$ cat config.mk
export PLATFORM = sky130hd
export DESIGN_NAME = ei_axi4_wr_arbiter
export DESIGN_NICKNAME = d
export VERILOG_FILES = /design/src/rtl/ei_axi4_arb_pkg.sv /design/src/rtl/ei_axi4_rr_arbiter.sv /design/src/rtl/ei_axi4_wr_arbiter.sv
export SDC_FILE = /design/constraint.sdc
export NUM_CORES = 1
export LEC_CHECK = 0
export CORE_AREA = 2 2 115 117
export DETAILED_ROUTE_END_ITERATION = 8
export DIE_AREA = 0 0 117 119
export PLACE_DENSITY = 0.54
export SLEW_MARGIN = 15
export SYNTH_ARGS = -nofsm -noshare
export SYNTH_HDL_FRONTEND = slang
export SYNTH_SLANG_ARGS = --single-unit
$ cat constraint.sdc
create_clock -name aclk -period 2.4 [get_ports aclk]
set_input_delay 0.36 -clock aclk [delete_from_list [all_inputs] [get_ports aclk]]
set_output_delay 0.36 -clock aclk [all_outputs]
set_load 0.02 [all_outputs]
$ cat src/rtl/ei_axi4_arb_pkg.sv
// Shared types and constants for the AXI4 write-path arbiter.
package ei_axi4_arb_pkg;

    typedef enum logic [1:0] {
        IDLE = 2'd0,
        ADDR = 2'd1,
        DATA = 2'd2,
        RESP = 2'd3
    } ei_axi4_arb_state_e;

    localparam logic [1:0] OKAY   = 2'b00;
    localparam logic [1:0] EXOKAY = 2'b01;
    localparam logic [1:0] SLVERR = 2'b10;
    localparam logic [1:0] DECERR = 2'b11;

    localparam int unsigned AWLEN_W = 8;

endpackage

$ cat src/rtl/ei_axi4_rr_arbiter.sv
// Combinational round-robin picker: search begins one past last_owner.
module ei_axi4_rr_arbiter #(
    parameter int unsigned NUM_MST = 2,
    parameter int unsigned IDX_W   = $clog2(NUM_MST)
) (
    input  logic [NUM_MST-1:0] req,
    input  logic [IDX_W-1:0]   last_owner,
    output logic [NUM_MST-1:0] winner,
    output logic [IDX_W-1:0]   winner_idx
);

    logic             found;
    logic [IDX_W-1:0] cand;

    always_comb begin
        winner     = '0;
        winner_idx = '0;
        found      = 1'b0;
        cand       = '0;
        for (int unsigned k = 1; k <= NUM_MST; k++) begin
            cand = IDX_W'((32'(last_owner) + k) % NUM_MST);
            if (!found && req[cand]) begin
                found        = 1'b1;
                winner[cand] = 1'b1;
                winner_idx   = cand;
            end
        end
    end

endmodule

$ cat src/rtl/ei_axi4_wr_arbiter.sv
// AXI4 write-path arbiter: one master owns AW/W/B for a whole transaction.
// Optional burst-length checker enabled by defining EI_AXI4_ARB_LEN_CHK_EN.
module ei_axi4_wr_arbiter
    import ei_axi4_arb_pkg::*;
#(
    parameter int unsigned NUM_MST    = 2,
    parameter int unsigned ADDR_WIDTH = 32,
    parameter int unsigned DATA_WIDTH = 32,
    parameter int unsigned ID_WIDTH   = 4
) (
    input  logic                                aclk,
    input  logic                                areset,
    input  logic [NUM_MST-1:0]                  m_awvalid,
    output logic [NUM_MST-1:0]                  m_awready,
    input  logic [NUM_MST*ADDR_WIDTH-1:0]       m_awaddr,
    input  logic [NUM_MST*ID_WIDTH-1:0]         m_awid,
    input  logic [NUM_MST*8-1:0]                m_awlen,
    input  logic [NUM_MST*3-1:0]                m_awsize,
    input  logic [NUM_MST*2-1:0]                m_awburst,
    input  logic [NUM_MST-1:0]                  m_wvalid,
    output logic [NUM_MST-1:0]                  m_wready,
    input  logic [NUM_MST*DATA_WIDTH-1:0]       m_wdata,
    input  logic [NUM_MST*(DATA_WIDTH/8)-1:0]   m_wstrb,
    input  logic [NUM_MST-1:0]                  m_wlast,
    output logic [NUM_MST-1:0]                  m_bvalid,
    input  logic [NUM_MST-1:0]                  m_bready,
    output logic [ID_WIDTH-1:0]                 m_bid,
    output logic [1:0]                          m_bresp,
    output logic                                s_awvalid,
    input  logic                                s_awready,
    output logic [ADDR_WIDTH-1:0]               s_awaddr,
    output logic [ID_WIDTH-1:0]                 s_awid,
    output logic [7:0]                          s_awlen,
    output logic [2:0]                          s_awsize,
    output logic [1:0]                          s_awburst,
    output logic                                s_wvalid,
    input  logic                                s_wready,
    output logic [DATA_WIDTH-1:0]               s_wdata,
    output logic [DATA_WIDTH/8-1:0]             s_wstrb,
    output logic                                s_wlast,
    input  logic                                s_bvalid,
    input  logic [ID_WIDTH-1:0]                 s_bid,
    input  logic [1:0]                          s_bresp,
    output logic                                s_bready,
    output logic [NUM_MST-1:0]                  grant,
    output logic                                busy,
    output logic                                len_err
);

    localparam int unsigned IDX_W  = $clog2(NUM_MST);
    localparam int unsigned STRB_W = DATA_WIDTH / 8;

    ei_axi4_arb_state_e state, state_n;
    logic [IDX_W-1:0]   owner, last_owner, win_idx;
    logic [NUM_MST-1:0] win_oh, grant_q;
    logic               aw_hs, w_hs, b_hs;

    logic [ADDR_WIDTH-1:0] awaddr_a  [NUM_MST];
    logic [ID_WIDTH-1:0]   awid_a    [NUM_MST];
    logic [AWLEN_W-1:0]    awlen_a   [NUM_MST];
    logic [2:0]            awsize_a  [NUM_MST];
    logic [1:0]            awburst_a [NUM_MST];
    logic [DATA_WIDTH-1:0] wdata_a   [NUM_MST];
    logic [STRB_W-1:0]     wstrb_a   [NUM_MST];

    for (genvar g = 0; g < NUM_MST; g++) begin : g_slice
        assign awaddr_a[g]  = m_awaddr[g*ADDR_WIDTH +: ADDR_WIDTH];
        assign awid_a[g]    = m_awid[g*ID_WIDTH +: ID_WIDTH];
        assign awlen_a[g]   = m_awlen[g*AWLEN_W +: AWLEN_W];
        assign awsize_a[g]  = m_awsize[g*3 +: 3];
        assign awburst_a[g] = m_awburst[g*2 +: 2];
        assign wdata_a[g]   = m_wdata[g*DATA_WIDTH +: DATA_WIDTH];
        assign wstrb_a[g]   = m_wstrb[g*STRB_W +: STRB_W];
    end

    ei_axi4_rr_arbiter #(
        .NUM_MST (NUM_MST),
        .IDX_W   (IDX_W)
    ) u_rr (
        .req        (m_awvalid),
        .last_owner (last_owner),
        .winner     (win_oh),
        .winner_idx (win_idx)
    );

    // Payloads follow the owner unconditionally; only valid/ready are gated by state.
    assign s_awaddr  = awaddr_a[owner];
    assign s_awid    = awid_a[owner];
    assign s_awlen   = awlen_a[owner];
    assign s_awsize  = awsize_a[owner];
    assign s_awburst = awburst_a[owner];
    assign s_wdata   = wdata_a[owner];
    assign s_wstrb   = wstrb_a[owner];
    assign s_wlast   = m_wlast[owner];
    assign m_bid     = s_bid;
    assign m_bresp   = s_bresp;
    assign grant     = grant_q;
    assign busy      = (state != IDLE);

    always_comb begin
        state_n   = state;
        m_awready = '0;
        m_wready  = '0;
        m_bvalid  = '0;
        s_awvalid = 1'b0;
        s_wvalid  = 1'b0;
        s_bready  = 1'b0;
        aw_hs     = 1'b0;
        w_hs      = 1'b0;
        b_hs      = 1'b0;
        case (state)
            IDLE: begin
                if (|m_awvalid) state_n = ADDR;
            end
            ADDR: begin
                s_awvalid        = m_awvalid[owner];
                m_awready[owner] = s_awready;
                aw_hs            = m_awvalid[owner] & s_awready;
                if (aw_hs) state_n = DATA;
            end
            DATA: begin
                s_wvalid        = m_wvalid[owner];
                m_wready[owner] = s_wready;
                w_hs            = m_wvalid[owner] & s_wready;
                if (w_hs && m_wlast[owner]) state_n = RESP;
            end
            RESP: begin
                m_bvalid[owner] = s_bvalid;
                s_bready        = m_bready[owner];
                b_hs            = s_bvalid & m_bready[owner];
                if (b_hs) state_n = IDLE;
            end
            default: state_n = IDLE;
        endcase
    end

    always_ff @(posedge aclk) begin
        if (areset) begin
            state      <= IDLE;
            owner      <= '0;
            last_owner <= IDX_W'(NUM_MST - 1);
            grant_q    <= '0;
        end else begin
            state <= state_n;
            if (state == IDLE && |m_awvalid) begin
                owner   <= win_idx;
                grant_q <= win_oh;
            end
            if (state == RESP && b_hs) begin
                last_owner <= owner;
                grant_q    <= '0;
            end
        end
    end

`ifdef EI_AXI4_ARB_LEN_CHK_EN
    logic [AWLEN_W-1:0] beat_cnt;
    logic               len_err_q;

    // A beat is wrong when wlast disagrees with "counter has reached zero".
    always_ff @(posedge aclk) begin
        if (areset) begin
            beat_cnt  <= '0;
            len_err_q <= 1'b0;
        end else if (aw_hs) begin
            beat_cnt <= awlen_a[owner];
        end else if (w_hs) begin
            beat_cnt <= beat_cnt - AWLEN_W'(1);
            if (m_wlast[owner] != (beat_cnt == '0)) len_err_q <= 1'b1;
        end
    end

    assign len_err = len_err_q;
`else
    assign len_err = 1'b0;
`endif

endmodule

==> flow_summary.json, run 1 <==
{
  "rows": 42,
  "timing.rr.start": "owner$_SDFFE_PP0P_",
  "clock-sinks": 6,
  "power_density_mw_per_mm2": 482.6,
  "dp_hpwl_um": 8963,
  "ioPinCount": 294,
  "cp-end-kind": "output pin",
  "min_period_ns": 2.237,
  "synth_fa_ha_area_share_pct": 3.281,
  "critPathKind": "reg -> out",
  "critPathBufInv": 2,
  "synth_nets": 355,
  "ys_async_sr_fraction_pct": 0,
  "synth-main-ff-cell": "dfxtp_1",
  "cp-startpoint": "owner$_SDFFE_PP0P_",
  "yosysSeqAreaShare_pct": 7.875,
  "finalHoldViolCount": 0,
  "cts_resized": 0,
  "worstPathRequired_ns": 2.04,
  "root_buffer": "clkbuf_16",
  "hold_start": "state[1]$_SDFFE_PP0P_",
  "clock_path_buffers": 2,
  "start_kind": "flop",
  "final_common_cell": "clkdlybuf4s50_1",
  "grt_max_degree": 56,
  "path_max_fanout": 55,
  "synth_area_leaders": "mux2_2 63%, dfxtp_1 7.9%, buf_4 3.4%, ha_1 3.3%, mux2i_1 2.6%",
  "antenna_found_initial": 0,
  "p_clk_share_pct": 12.6,
  "critPathArrivalTime_ns": 1.88,
  "post-route-period-util_pct": 93.20,
  "cts_tree": "yes",
  "yosysWarnings": 0,
  "drtPass1Iterations": 4,
  "antenna_cells": 0,
  "finalMaxSlewViolations": 0,
  "drive_gt1_share_pct": 21.40,
  "dieWidth_um": 117,
  "portBuffers": 280,
  "fmax_ghz": 0.4471,
  "design.die.area_mm2": 0.01392,
  "synth_top_family_by_area": "multiplexers",
  "synth_area_mm2": 0.001525,
  "finalWeightedCongestion": 0.7706,
  "power_mw": 2.201,
  "synth_cell_types": 26,
  "min_path_type": "reg -> reg",
  "coreArea_mm2": 0.01287,
  "totalWireLength_um": 10400,
  "slowest_delay_ns": 0.55,
  "power_frac_seq_pct": 7.3,
  "swShare_pct": 39.10,
  "ir_worst_vdd_uv": 296.8,
  "path_clk_slew_ns": 0.04,
  "synth-compound-area-share_pct": 6.153,
  "grt_pass1_wl_um": 13940,
  "cp_cell_sequence": "buf_12 -> mux2_2 -> clkdlybuf4s50_1",
  "syn2layout_area_growth_pct": 199.1,
  "p_comb_share_pct": 80.2,
  "vias": 2344,
  "cts_setup_buffers": 0,
  "final_antenna_net_count": 0,
  "status": "complete, no violations",
  "setup-tns-final_ns": 0,
  "nets": 624,
  "synth_top_area_share_pct": 63.49,
  "start_util_pct": 11.85,
  "cts_buffers": 3,
  "grt_pass1_vias": 2364,
  "via_per_inst": 3.868,
  "synthXorXnorAreaFrac_pct": 0,
  "die_h_um": 119,
  "cpLargestDelayFamily": "buffers and inverters",
  "synthCells": 162,
  "switching_power_uw": 860.7,
  "drc": 0,
  "intPower_mw": 1.341,
  "clock_skew_ns": 0.005201,
  "grt_overflow_total": 0,
  "postCtsHoldBufs": 0,
  "synth_mux_area_share_pct": 66.12,
  "yosys.area_share.simple_pct": 7.957,
  "synth_area_leader_cell": "mux2_2",
  "mostFrequentLayoutCells": "280 x clkdlybuf4s50_1, 86 x mux2_2, 7 x nor2_1, 6 x a21oi_1",
  "slowest_stage": "clkdlybuf4s50_1",
  "synth-edff-count": 0,
  "synth_seq_cells": 6,
  "max_cap_violations": 0,
  "setup_viol": 0,
  "post_drt_wl_per_cell_um": 17.16,
  "leakage_nw": 1.673,
  "h-tree-depth": 1,
  "rsz0062_at_grt": "false",
  "avgSynthCellArea_um2": 9.415,
  "grt_util_all_layers_pct": 13.25,
  "final_util_pct": 35.43,
  "clk_latency_ns": 0.23,
  "drtIter0Drc": 51
}
==> Yosys cell counts (3+ instances only) <==
master     n
and3_1     3
clkbuf_1   4
inv_1      5
mux2_2    86
nor2_1     7
dfxtp_1    6
ha_1       4
buf_4      7
nor2b_1    3
a21oi_1    6
nand2b_1   3
nand2_1    5
buf_2      6
mux2i_1    4
==> routing by layer <==
layer	vias up	global-route usage (%)	share of wire [%]
li1	1119	-	-
met1	1076	17.09	42
met2	147	22.62	47
met3	2	3.868	11
met4	0	1.103	0.13
met5	-	0	0
==> power groups by stage <==
| stage | clock (mW) | sequential [mW] | combinational, mW |
|---|---|---|---|
| floorplan | 0 | 0.159 | 0.879 |
| global placement | 0 | 0.158 | 1.77 |
| detailed placement | 0 | 0.161 | 1.77 |
| CTS | 0.282 | 0.160 | 1.78 |
| global route | 0.285 | 0.164 | 1.87 |
| finish | 0.276 | 0.160 | 1.77 |
==> final cells by class <==
class	count	area [um2]
timing repair buffer	282	2843
inverter	5	18.77
sequential	6	123.9
fill	1314	8313
clock buffer	4	78.83
multi-input combinational	133	1277
tap	176	220.2
==> worst min-delay path: stages (launching register included) <==
cell      delay, ns
dfxtp_1        0.33
nand2b_1       0.08
mux2i_1        0.06
==> sequential cells by signal, summed over array words and instances, names as in the netlist <==
signal      flops
owner           1
last_owner      1
grant           2
state           2
==> stage by stage <==
| stage | hold slack, ns | setup WS (ns) | cell area, um2 | std cells |
|---|---|---|---|---|
| after CTS | 0.5225 | 0.1700 | 4562 | 606 |
| after floorplan | 0.4324 | 0.8028 | 1525 | 162 |
| after detailed placement | 0.5132 | 0.2461 | 4483 | 602 |
| final | 0.5145 | 0.1631 | 4562 | 606 |
| after global placement | 0.4859 | 0.2581 | 4483 | 602 |
| after global routing | 0.5574 | 0.1187 | 4562 | 606 |
==> cell families (layout without fill, tap and decap cells) <==
logic type               Yosys count  after routing
other                              1              1
buffers and inverters             23            291
AND/OR/NAND/NOR                   24             24
multiplexers                      90             90
adder cells (fa/ha/maj)            4              4
AO/OA/AOI/OAI                     14             14
flip-flops                         6              6
==> path summary, 6_finish.rpt <==
| path | cells after the start | slack, ns | endpoint |
|---|---|---|---|
| hold reg to reg | 2 | 0.51 | state[1]$_SDFFE_PP0P_ |
| setup / recovery | 3 | 0.16 | s_awsize[2] |
| setup reg to reg | 5 | 0.70 | state[0]$_SDFFE_PP0P_ |
| hold / removal | 2 | 0.51 | state[1]$_SDFFE_PP0P_ |
No activity file was read; power rests on OpenSTA's default activity.
==> inputs of run 2 (changes only) <==
--- a/config.mk
+++ b/config.mk
@@ -5,10 +5,12 @@
 export SDC_FILE = /design/constraint.sdc
 export NUM_CORES = 1
 export LEC_CHECK = 0
-export CORE_AREA = 2 2 115 117
+export ABC_AREA = 1
+export CORE_AREA = 2 2 114 116
 export DETAILED_ROUTE_END_ITERATION = 8
-export DIE_AREA = 0 0 117 119
-export PLACE_DENSITY = 0.54
+export DIE_AREA = 0 0 116 118
+export PLACE_DENSITY = 0.55
+export REMOVE_ABC_BUFFERS = 1
 export SLEW_MARGIN = 15
 export SYNTH_ARGS = -nofsm -noshare
 export SYNTH_HDL_FRONTEND = slang
==> run 2 against run 1 <==
Effect of this change: register-to-register slack better by 0.36 ns; critical path depth increased by 2; worst setup slack better by 0.0044 ns; core utilization grew 1.7 points.
==> flow_summary.json, run 2 <==
{
  "antenna_cells": 0,
  "critPathArrivalTime_ns": 1.87,
  "status": "complete, no violations",
  "path_max_fanout": 40,
  "power_density_mw_per_mm2": 515.1,
  "cp-startpoint": "owner$_SDFFE_PP0P_",
  "yosysSeqAreaShare_pct": 7.643,
  "synth_top_area_share_pct": 66.16,
  "nets": 817,
  "synth_area_leaders": "nand2_1 66%, dfxtp_1 7.6%, buf_4 3.8%, clkbuf_1 3.3%, inv_1 3.3%",
  "synth_area_leader_cell": "nand2_1",
  "top_usage_layer": "met2",
  "netlist_top_cells_count": "277 x nand2_1, 14 x clkbuf_1, 14 x inv_1, 9 x nor2_1, 8 x buf_4",
  "drtIter0Drc": 93,
  "antenna_found_initial": 0,
  "min_path_type": "reg -> reg",
  "dieWidth_um": 116,
  "grt_max_degree": 52,
  "holdPathStages": 2,
  "yosysMostFrequentCell": "nand2_1",
  "avgSynthCellArea_um2": 4.353,
  "coreArea_mm2": 0.01241,
  "p_comb_share_pct": 81.3,
  "start_util_pct": 12.66,
  "timing.rr.start": "state[0]$_SDFFE_PP0P_",
  "cts_buffers": 3,
  "mostFrequentLayoutCells": "279 x clkdlybuf4s50_1, 277 x nand2_1, 14 x inv_1, 9 x nor2_1",
  "intPower_mw": 1.305,
  "layout_setup_ws_ns": 0.1676,
  "grt_pass1_vias": 2823,
  "clock_skew_ns": 0.0009314,
  "clk_latency_ns": 0.23,
  "rows": 41,
  "use_met1_pct": 13.07,
  "fmax_ghz": 0.4479,
  "h-tree-depth": 1,
  "grt_pass1_wl_um": 14230,
  "drc": 0,
  "synth_cell_types": 21,
  "hold_start": "grant[1]$_SDFFE_PP0P_",
  "final_common_cell": "clkdlybuf4s50_1",
  "post-route-period-util_pct": 93.02,
  "synth_seq_cells": 6,
  "pre_cts_ws_ns": 0.2877,
  "yosysWarnings": 0,
  "cts_tree": "yes",
  "via_per_inst": 3.789,
  "ioPinCount": 294,
  "grt_overflow_total": 0,
  "root_buffer": "clkbuf_16",
  "syn2layout_area_growth_pct": 193.0,
  "regToRegSetupSlack_ns": 1.06,
  "setup-tns-final_ns": 0,
  "finalWeightedCongestion": 0.8234,
  "final_antenna_net_count": 0,
  "setup_viol": 0,
  "hold_path_end": "grant[1]$_SDFFE_PP0P_",
  "p_clk_share_pct": 11.6,
  "critPathKind": "reg -> out",
  "synth-main-ff-cell": "dfxtp_1",
  "synth_area_mm2": 0.001572,
  "max_cap_violations": 0,
  "met3_usage_pct": 4.377,
  "ir_worst_vdd_uv": 455.4,
  "vias": 3012,
  "totalWireLength_um": 9773,
  "die_h_um": 118,
  "postCtsHoldBufs": 0,
  "final_util_pct": 37.09,
  "path_clk_slew_ns": 0.03,
  "start_kind": "flop",
  "leakage_nw": 2.155,
  "finalHoldViolCount": 0,
  "reg2reg_to": "state[0]$_SDFFE_PP0P_",
  "timing.hold.ws_ns": 0.4655,
  "cts_resized": 0,
  "cts_setup_buffers": 0,
  "synth-edff-count": 0,
  "power_frac_seq_pct": 7.1,
  "synthCells": 361,
  "drtPass1Iterations": 4,
  "cp-end-kind": "output pin",
  "power_mw": 2.372,
  "finalMaxSlewViolations": 0,
  "dp_hpwl_um": 8253,
  "drive_gt1_share_pct": 2.247,
  "switching_power_mw": 1.066,
  "rsz0062_at_grt": "false",
  "min_period_ns": 2.232,
  "portBuffers": 280,
  "grt_util_all_layers_pct": 12.64,
  "clock-sinks": 6,
  "ys_async_sr_fraction_pct": 0,
  "ff2ff_path_depth": 9,
  "met2_usage_pct": 24.67,
  "clock_path_buffers": 2,
  "design.die.area_mm2": 0.01369,
  "swShare_pct": 44.96,
  "worstPathRequired_ns": 2.04,
  "post_drt_wl_per_cell_um": 12.29
}
[run 2: cell type report]
| cell class | count | area (um2) |
|---|---|---|
| well taps | 172 | 215.2 |
| inverters | 15 | 56.30 |
| flip-flops and latches | 6 | 123.9 |
| repair buffers | 285 | 2879 |
| clock buffers | 4 | 78.83 |
| multi-input cells | 313 | 1251 |
| fillers | 1345 | 7810 |
[run 2: critical path, cell delays in order, from the launching register on]
cell and delay [ns]:
dfxtp_4 0.39, inv_2 0.21, buf_12 0.24, nand2_1 0.07, nand2_1 0.09, clkdlybuf4s50_1 0.62
[run 2: through the flow]
step | cells | area [um2]
floorplan | 334 | 1428
CTS | 795 | 4601
finish | 795 | 4604
detailed placement | 791 | 4522
global placement | 791 | 4522
global route | 795 | 4604
[run 2: routing by layer]
layer / part of all wire, % / vias up / routed length (um)
li1: - / 1588 / -
met1: 37 / 1273 / 3660
met2: 51 / 143 / 4951
met3: 11 / 8 / 1079
met4: 0.84 / 0 / 82
met5: 0 / - / 0
[run 2: cell families after synthesis]
logic type	Yosys count	synth area share, %
AND/OR/NAND/NOR	300	73.49
buffers and inverters	42	12.74
AO/OA/AOI/OAI	8	2.707
flip-flops	6	7.644
adder cells (fa/ha/maj)	4	3.185
other	1	0.2386
[run 2: worst max-delay path by stage]
stage	to	cells past startpoint	slack, ns
2_1_floorplan	m_awready[1]	2	-1.44
3_3_place_gp	s_awvalid	6	0.28
3_5_place_dp	s_awvalid	6	0.29
4_1_cts	s_wdata[29]	4	0.08
5_1_grt	s_wdata[29]	5	0.07
6_report	s_wdata[12]	5	0.17
[run 2: power groups by stage]
stage	registers, mW	logic, mW	clock network [mW]
after floorplan	0.208	0.858	0
after global placement	0.167	1.93	0
after global routing	0.175	2.09	0.290
after CTS	0.168	1.95	0.282
after detailed placement	0.170	1.93	0
final	0.168	1.93	0.275
==> inputs of run 3 (changes only) <==
--- a/config.mk
+++ b/config.mk
@@ -7,8 +7,10 @@
 export LEC_CHECK = 0
 export ABC_AREA = 1
 export CORE_AREA = 2 2 114 116
+export CTS_CLUSTER_DIAMETER = 60
 export DETAILED_ROUTE_END_ITERATION = 8
 export DIE_AREA = 0 0 116 118
+export HOLD_SLACK_MARGIN = 0.12
 export PLACE_DENSITY = 0.55
 export REMOVE_ABC_BUFFERS = 1
 export SLEW_MARGIN = 15
==> results of run 3 <==
Final layout, timing and power as in run 2 (identical DEF).
